--- src/rtl/hazard_ctrl.sv ---
// Hazard and stall controller: resolves data-miss, multi-cycle, load-use and fetch
// stalls into one pipeline stall code, plus flush, PC-enable and halt tracking.
package hazard_pkg;
  typedef enum logic [2:0] {
    NO_STALL    = 3'd0,
    IFID_STALL  = 3'd1,
    IDEX_STALL  = 3'd2,
    EXMEM_STALL = 3'd3,
    FULL_STALL  = 3'd4
  } pipe_stall_t;
endpackage

module hazard_ctrl
  import hazard_pkg::*;
#(
  parameter int unsigned MC_LAT = 4
) (
  input  logic              CLK,
  input  logic              nRST,
  input  logic              ihit,
  input  logic              dhit,
  input  logic              exmem_dREN,
  input  logic              exmem_dWEN,
  input  logic              idex_memread,
  input  logic [4:0]        idex_rd,
  input  logic [4:0]        ifid_rs,
  input  logic [4:0]        ifid_rt,
  input  logic              idex_mc,
  input  logic              branch_taken,
  input  logic              ifid_jump,
  input  logic              memwb_halt,
  output pipe_stall_t       pipe_stall,
  output logic              ifid_FLUSH,
  output logic              idex_FLUSH,
  output logic              pc_WEN,
  output logic              halted,
  output logic [15:0]       stall_cycles
);

  typedef enum logic [1:0] {RUN, MULTI, HALTED} state_t;

  state_t     state, next_state;
  logic [3:0] mc_cnt, next_mc_cnt;
  logic       dmiss, mc_stall, load_use;

  assign dmiss    = (exmem_dREN | exmem_dWEN) & ~dhit;
  assign mc_stall = ((state == RUN) & idex_mc) | ((state == MULTI) & (mc_cnt != '0));
  assign load_use = idex_memread & (idex_rd != '0) &
                    ((idex_rd == ifid_rs) | (idex_rd == ifid_rt)) & ~branch_taken;

  always_ff @(posedge CLK, negedge nRST) begin
    if (!nRST) begin
      state        <= RUN;
      mc_cnt       <= '0;
      stall_cycles <= '0;
    end else begin
      state  <= next_state;
      mc_cnt <= next_mc_cnt;
      if (pipe_stall != NO_STALL && stall_cycles != '1)
        stall_cycles <= stall_cycles + 16'd1;
    end
  end

  // The counter only advances on EXMEM_STALL cycles, so FULL_STALL cycles do not
  // eat into the multi-cycle occupancy.
  always_comb begin
    next_state  = state;
    next_mc_cnt = mc_cnt;
    if (memwb_halt) begin
      next_state = HALTED;
    end else begin
      unique case (state)
        RUN: begin
          if (idex_mc && pipe_stall == EXMEM_STALL) begin
            next_state  = MULTI;
            next_mc_cnt = 4'(MC_LAT - 2);
          end
        end
        MULTI: begin
          if (pipe_stall == EXMEM_STALL && mc_cnt != '0)
            next_mc_cnt = mc_cnt - 4'd1;
          if (mc_cnt == '0 && (pipe_stall == NO_STALL || pipe_stall == IFID_STALL ||
                               pipe_stall == IDEX_STALL))
            next_state = RUN;
        end
        HALTED: next_state = HALTED;
        default: next_state = RUN;
      endcase
    end
  end

  always_comb begin
    pipe_stall = NO_STALL;
    if (!nRST || state == HALTED || memwb_halt || dmiss) pipe_stall = FULL_STALL;
    else if (mc_stall)                                   pipe_stall = EXMEM_STALL;
    else if (load_use)                                   pipe_stall = IDEX_STALL;
    else if (!ihit)                                      pipe_stall = IFID_STALL;

    idex_FLUSH = branch_taken & (pipe_stall == NO_STALL || pipe_stall == IFID_STALL);
    ifid_FLUSH = (branch_taken | ifid_jump) & (pipe_stall == NO_STALL);
    pc_WEN     = (pipe_stall == NO_STALL) | ((pipe_stall == IFID_STALL) & branch_taken);
  end

  assign halted = (state == HALTED);

endmodule

--- config.mk ---
export PLATFORM = sky130hd
export DESIGN_NAME = hazard_ctrl
export DESIGN_NICKNAME = d
export VERILOG_FILES = /design/src/rtl/hazard_ctrl.sv
export SDC_FILE = /design/constraint.sdc
export NUM_CORES = 1
export LEC_CHECK = 0
export CORE_MARGIN = 2
export CORE_UTILIZATION = 44
export CTS_CLUSTER_SIZE = 24
export DETAILED_ROUTE_END_ITERATION = 8
export MAX_ROUTING_LAYER = met4
export PLACE_DENSITY = 0.8
export SLEW_MARGIN = 20
export SYNTH_ARGS = -nofsm -noshare
export SYNTH_HDL_FRONTEND = slang
export SYNTH_SLANG_ARGS = --single-unit
--- constraint.sdc ---
create_clock -name CLK -period 3.25 [get_ports CLK]
set_clock_uncertainty 0.15 [all_clocks]
set_input_delay 0.325 -clock CLK [delete_from_list [all_inputs] [get_ports CLK]]
set_output_delay 0.325 -clock CLK [all_outputs]
set_load 0.05 [all_outputs]
[Word-level counts from Yosys, hierarchy flattened]
Index checks and enable logic that the tools add are counted.
W data, S select, Z words.
Operators by class
  add/sub/neg operators: 2
  equality and inequality tests: 12
  mux-type cells: 11
  bitwise operators: 17
  reduce and logical (&&, ||, !) cells: 19
Operator list (number)
  $add A16 B1 Y16 const B: 1
  $ne A16 B16 Y1 const B: 1
  $eq A5 B5 Y1: 2
  $mux W2: 5
  $and A1 B1 Y1: 9
  $mux W4: 2
  $pmux W4 S2: 1
  $eq A3 B2 Y1 const B: 2
  $ne A3 B2 Y1 const B: 2
  $pmux W2 S3: 1
  $logic_or A1 B1 Y1: 5
  $or A1 B1 Y1: 5
  $reduce_bool A5 Y1: 1
  $logic_and A1 B1 Y1: 4
  $logic_not A4 Y1: 1
  $ne A2 B1 Y1 const B: 2
  $reduce_and A4 Y1: 1
  $reduce_bool A4 Y1: 1
  $sub A4 B1 Y4 const B: 1
  $eq A3 B1 Y1 const B: 1
  $logic_not A3 Y1: 1
  $mux W3: 1
  $not A1 Y1: 3
  $reduce_bool A3 Y1: 1
  7 further kinds: 7
Word-level totals
  register bits after elaboration: 22
  bits of input ports: 26
  output and inout bits: 23
  word-level logic and storage cells: 64

[Logic depth before layout (Yosys ltp)]
  depth after elaboration: 14
  gate-level depth with buffers: 9
  depth with buffers taken out: 8

[Least setup slack after synthesis]
No wires, ideal clock.
  kind: reg2out
  from: register state[1]
  to: output idex_FLUSH
  arrival time: 2199 ps
  data required time: 2775 ps
  setup slack: 576 ps
  cell stages (with the launch flop): 6
  buffers on the path: 0
  path through: dfrtp_1 and2b_1 and4bb_2 inv_1 nor3_1 and2_1
Between the ends
  word-level cells in the longest chain between the ends: 8
  elaborated cells on any way between the ends: 15
  those cells by class: 3 x eq/ne; 2 x mux; 4 x bitwise; 6 x reduce/logical
RTL lines
  from (decl): line 42  | state_t state, next_state;
  from (signal assigned): line 57  | state <= next_state;
  $eq A2 B2 Y1 (*)
  named net halted: line 36  | output logic halted,
  $logic_or A1 B1 Y1 (*) (3 in series): line 94  | if (!nRST || state == HALTED || memwb_halt || dmiss) pipe_stall = FULL_STALL;
  $mux W3 (*): line 94
  named net pipe_stall[2]: line 32  | output pipe_stall_t pipe_stall,
  $eq A3 B1 Y1 / $logic_not A3 Y1 (equally long branches): line 99  | idex_FLUSH = branch_taken & (pipe_stall == NO_STALL || pipe_stall == IFID_STALL);
  $logic_or A1 B1 Y1 (*): line 99
  $and A1 B1 Y1 (*): line 99
  to (decl): line 34  | output logic idex_FLUSH,
Mark *: on every way through the listed nets, which the timed path passes. The rest lies on a longest branch.

[Worst setup path after layout]
  from: input idex_rd[1]
  to: output ifid_FLUSH
Between the ends
  word-level cells in the longest chain between the ends: 9
  elaborated cells on any way between the ends: 12
  those cells by class: 2 x eq/ne; 3 x mux; 5 x bitwise; 2 x reduce/logical
RTL lines
  from (decl): line 25  | input logic [4:0] idex_rd,
  $eq A5 B5 Y1 / $reduce_bool A5 Y1 (equally long branches): line 49, 48
  $or A1 B1 Y1 / $and A1 B1 Y1 (equally long branches): line 49, 48
  $and A1 B1 Y1 (*): line 48  | assign load_use = idex_memread & (idex_rd != '0) &
  $and A1 B1 Y1 (*): line 49  | ((idex_rd == ifid_rs) | (idex_rd == ifid_rt)) & ~branch_taken;
  $mux W2 (*): line 96  | else if (load_use) pipe_stall = IDEX_STALL;
  $mux W2 (*): line 95  | else if (mc_stall) pipe_stall = EXMEM_STALL;
  $mux W3 (*): line 94
  $logic_not A3 Y1 (*): line 100  | ifid_FLUSH = (branch_taken | ifid_jump) & (pipe_stall == NO_STALL);
  $and A1 B1 Y1 (*): line 100
  to (decl): line 33  | output logic ifid_FLUSH,
Mark *: on every way between the ends. The rest lies on a longest branch, timed or not.

==> reports/metrics.sh <==
SYNTH_MOST_COMMON_CELL='sky130_fd_sc_hd__dfrtp_1'
MAX_SLEW.WORST_PIN.SLEW_NS=0.551
POST_DRT_VIA_CELL_RATIO=5.45
YOSYS_TOP_CELL_AREA_SHARE_PCT=42.3
STATIC-LEAKAGE-POWER_nW=0.759
SYNTH_COMPOUND_GATE_AREA_SHARE_PCT=8.65
CLOCK-SINKS=22
DIE_W_UM=58.4
DETAIL_ROUTE.FIRST_PASS.ITERATIONS=4
COREAREA_SQ_UM=2780
WORST_SLEW_MARGIN_REL_PCT=63.0
POSTPLACECELLAREA_SQ_UM=1870
CP.ARRIVAL_NS=2.45
YS.WARNINGS.COUNT=0
MAXCAPVIOLCOUNT=0
PRE_CTS_WS_NS=0.305
DRC=0
SYNTH-EDFF-COUNT=0
POSTCTSRESIZEDCELLS=0
CRIT_PATH_END_KIND='output port'
TIMING.CRITICAL_PATH.REQUIRED_NS=2.77
YOSYS.AREA_SHARE.XOR_XNOR_PCT=17.4
CTS.CLK_SLEW.WORST_PATHS_NS=0.12
HOLD_BUF_COUNT_CTS=0
CTS_TREE='done'
MAXSLEWVIOLCOUNT=0
NETLIST_TOP_CELLS_AREA='sky130_fd_sc_hd__dfrtp_1, sky130_fd_sc_hd__xor2_1, sky130_fd_sc_hd__xnor2_1'
FINALHOLDVIOLCOUNT=0
SYN-CELL-AREA_SQ_UM=1300
DIE-HEIGHT_UM=58.4
ANTENNA_VIOLATING_NETS_POST_ROUTE=0
WORST-R2R-SETUP-SLACK_NS=0.72
N_ANTENNA_CELL=0
PLACE.DETAILED.HPWL_UM=2480
START_UTIL_PCT=46.8
FINAL_UTIL_PCT=68.6
ASYNC_RESET_FF_SHARE_PCT=100
FINALHOLDWORSTSLACK_NS=0.219
CLK_ROOT_BUFFER_CELL='sky130_fd_sc_hd__clkbuf_4'
CLOCK_INSERTION_DELAY_WORST_SKEW_NS=0.30
STARTPOINT_TYPE='input port'
GP_ROUTABILITY_CONGESTION=0.808
RR_WORST_DEPTH=8
SYNTHDOMINANTAREACELLTYPE='sky130_fd_sc_hd__dfrtp_1'
AVGROUTEDWIREPERCELL_UM=14.0
SYNTH-SEQ-CELLS=22
SETUP_VIOLATIONS=0
GRT.OVERFLOW.TOTAL=0
ROW_COUNT=19
IOPINCOUNT=49
STATUS='finished clean'
SYNTH.NET_COUNT=165
NETLIST_INSTANCES=137
IR_DROP_V=0.000682
SYNTH_TOP_FAMILY_BY_AREA='simple AND/OR/NAND/NOR gates'
INITIALDRTVIOLATIONCOUNT=14
DRIVE_GT1_SHARE_PCT=9.04
POSTCTSSETUPBUFFERS=0
VIAS=1194
SETUP_SLACK_NS=0.330
DRT_WL_TOTAL_UM=3080
SYNTH_MUX_AREA_SHARE_PCT=0.865
FINALCRITICALPERIOD_NS=2.92
YOSYS.AREA_SHARE.ADDER_PCT=1.92
GRT_SETUP_UNREPAIRED='no'
TIMING.CRITICAL_PATH.FANOUT_MAX=3
MAX-CLOCK-PATH-BUFFERS=2
SYNTHDISTINCTLIBCELLS=40
GRT_PASS1_VIAS=1183
FIN_TNS_SETUP_NS=0
CLOCK_TREE.HTREE_LEVEL_COUNT=1
CRITICALPATHCATEGORY='input port to output port'
PLACEDCELLCOUNT=215
STDCELL_AREA_SQ_UM=1910
NUMCTSBUFFERS=3
ANTENNA_FOUND_INITIAL=0
YS.FLOP_TYPE='sky130_fd_sc_hd__dfrtp_1'
FIN_TOTAL_PWR_mW=1.00
GRT_PASS1_WL_UM=5110
POST_LAYOUT_NONFILLER_INSTANCES=219
NET_COUNT_FINAL=217
PLACE.PORT_BUFFERS=48
FMAXACHIEVABLE_MHz=342
GROUTE.USAGE.OVERALL_PCT=20.1
POST_SYNTH_AND_OR_NAND_NOR_AREA_FRACTION_PCT=26.5
SYNTHESIS.AREA_PER_INSTANCE_SQ_UM=9.50
POWER_PER_CELL_AREA_nW_PER_UM2=524
WORSTHOLDPATHTYPE='input port to asynchronous set/reset pin'
MIN_PERIOD_OVER_PERIOD_PCT=89.9
AREAGROWTHSYNTHTOFINISH_PCT=46.7
LARGEST_NET_DEGREE_AT_THE_START_OF_GLOBAL_ROUTING=23
NETLIST_TOP_CELLS_COUNT='sky130_fd_sc_hd__dfrtp_1, sky130_fd_sc_hd__nor2_1, sky130_fd_sc_hd__xor2_1'
SYNTH_SEQ_AREA_SHARE_PCT=42.3
AREA_OF_THE_DIE_SQ_UM=3410
## logic make-up (layout without fill, tap and decap cells)
family	count (synthesis)	count (layout)
simple gates	64	64
xor+xnor	25	25
flops	22	22
compound gates	17	17
buf+inv	6	57
fa+ha+maj	2	2
mux	1	1
## cell type report
| class | count | area, sq um |
|---|---|---|
| Fill cell | 223 | 872 |
| Sequential cell | 22 | 551 |
| Clock buffer | 4 | 36.3 |
| Inverter | 4 | 15.0 |
| Timing Repair Buffer | 49 | 548 |
| Tap cell | 31 | 38.8 |
| Multi-Input combinational cell | 109 | 721 |
## state kept, by name (all words and copies together) (netlist names)
signal,count
state,2
mc_cnt,4
stall_cycles,16
## routing by layer
metal	global-route usage (%)	part of all wire, %	up-vias
met2	35.0	51	45
met3	2.86	5.3	2
met4	7.31	1.1	0
li1	-	-	575
met1	23.5	42	572
met5	-	0	-
## where the power goes
group          total (mW)  internal, mW  switching (mW)
combinational       0.443         0.170           0.273
clock               0.150        0.0684          0.0817
sequential          0.408         0.328          0.0796
## critical path: stages
cell                              delay (ns)
sky130_fd_sc_hd__clkdlybuf4s50_1        0.46
sky130_fd_sc_hd__or4_1                  0.52
sky130_fd_sc_hd__o21ai_0                0.30
sky130_fd_sc_hd__nor2_1                 0.12
sky130_fd_sc_hd__nor3_1                 0.32
sky130_fd_sc_hd__o211a_1                0.25
sky130_fd_sc_hd__buf_12                 0.14
## final timing paths
| check | startpoint | end |
|---|---|---|
| max | idex_rd[1] | ifid_FLUSH |
| min | nRST | mc_cnt[3] |
| max reg2reg | mc_cnt[0] | stall_cycles[10] |
| min reg2reg | stall_cycles[6] | stall_cycles[6] |
| max in group asynchronous | nRST | stall_cycles[15] |
| min in group CLK | stall_cycles[6] | stall_cycles[6] |
## cell usage in the layout, fill, tap and decap left out, types with 2 or more instances in the layout
cell	netlist	routed
sky130_fd_sc_hd__o21a_1	2	2
sky130_fd_sc_hd__ha_1	2	2
sky130_fd_sc_hd__clkbuf_4	0	3
sky130_fd_sc_hd__or3_4	2	2
sky130_fd_sc_hd__xor2_1	16	16
sky130_fd_sc_hd__nand2_1	9	9
sky130_fd_sc_hd__nor2b_1	2	2
sky130_fd_sc_hd__dfrtp_1	22	22
sky130_fd_sc_hd__a21oi_1	2	2
sky130_fd_sc_hd__nor2_1	16	16
sky130_fd_sc_hd__inv_1	4	4
sky130_fd_sc_hd__buf_12	0	6
sky130_fd_sc_hd__nand3_1	8	8
sky130_fd_sc_hd__nand4_1	5	5
sky130_fd_sc_hd__xnor2_1	8	8
sky130_fd_sc_hd__o21ai_0	5	5
sky130_fd_sc_hd__clkdlybuf4s50_1	0	42
sky130_fd_sc_hd__and2_1	2	2
sky130_fd_sc_hd__nor3_1	8	8
Note: power is estimated with default switching activity, not from simulation.
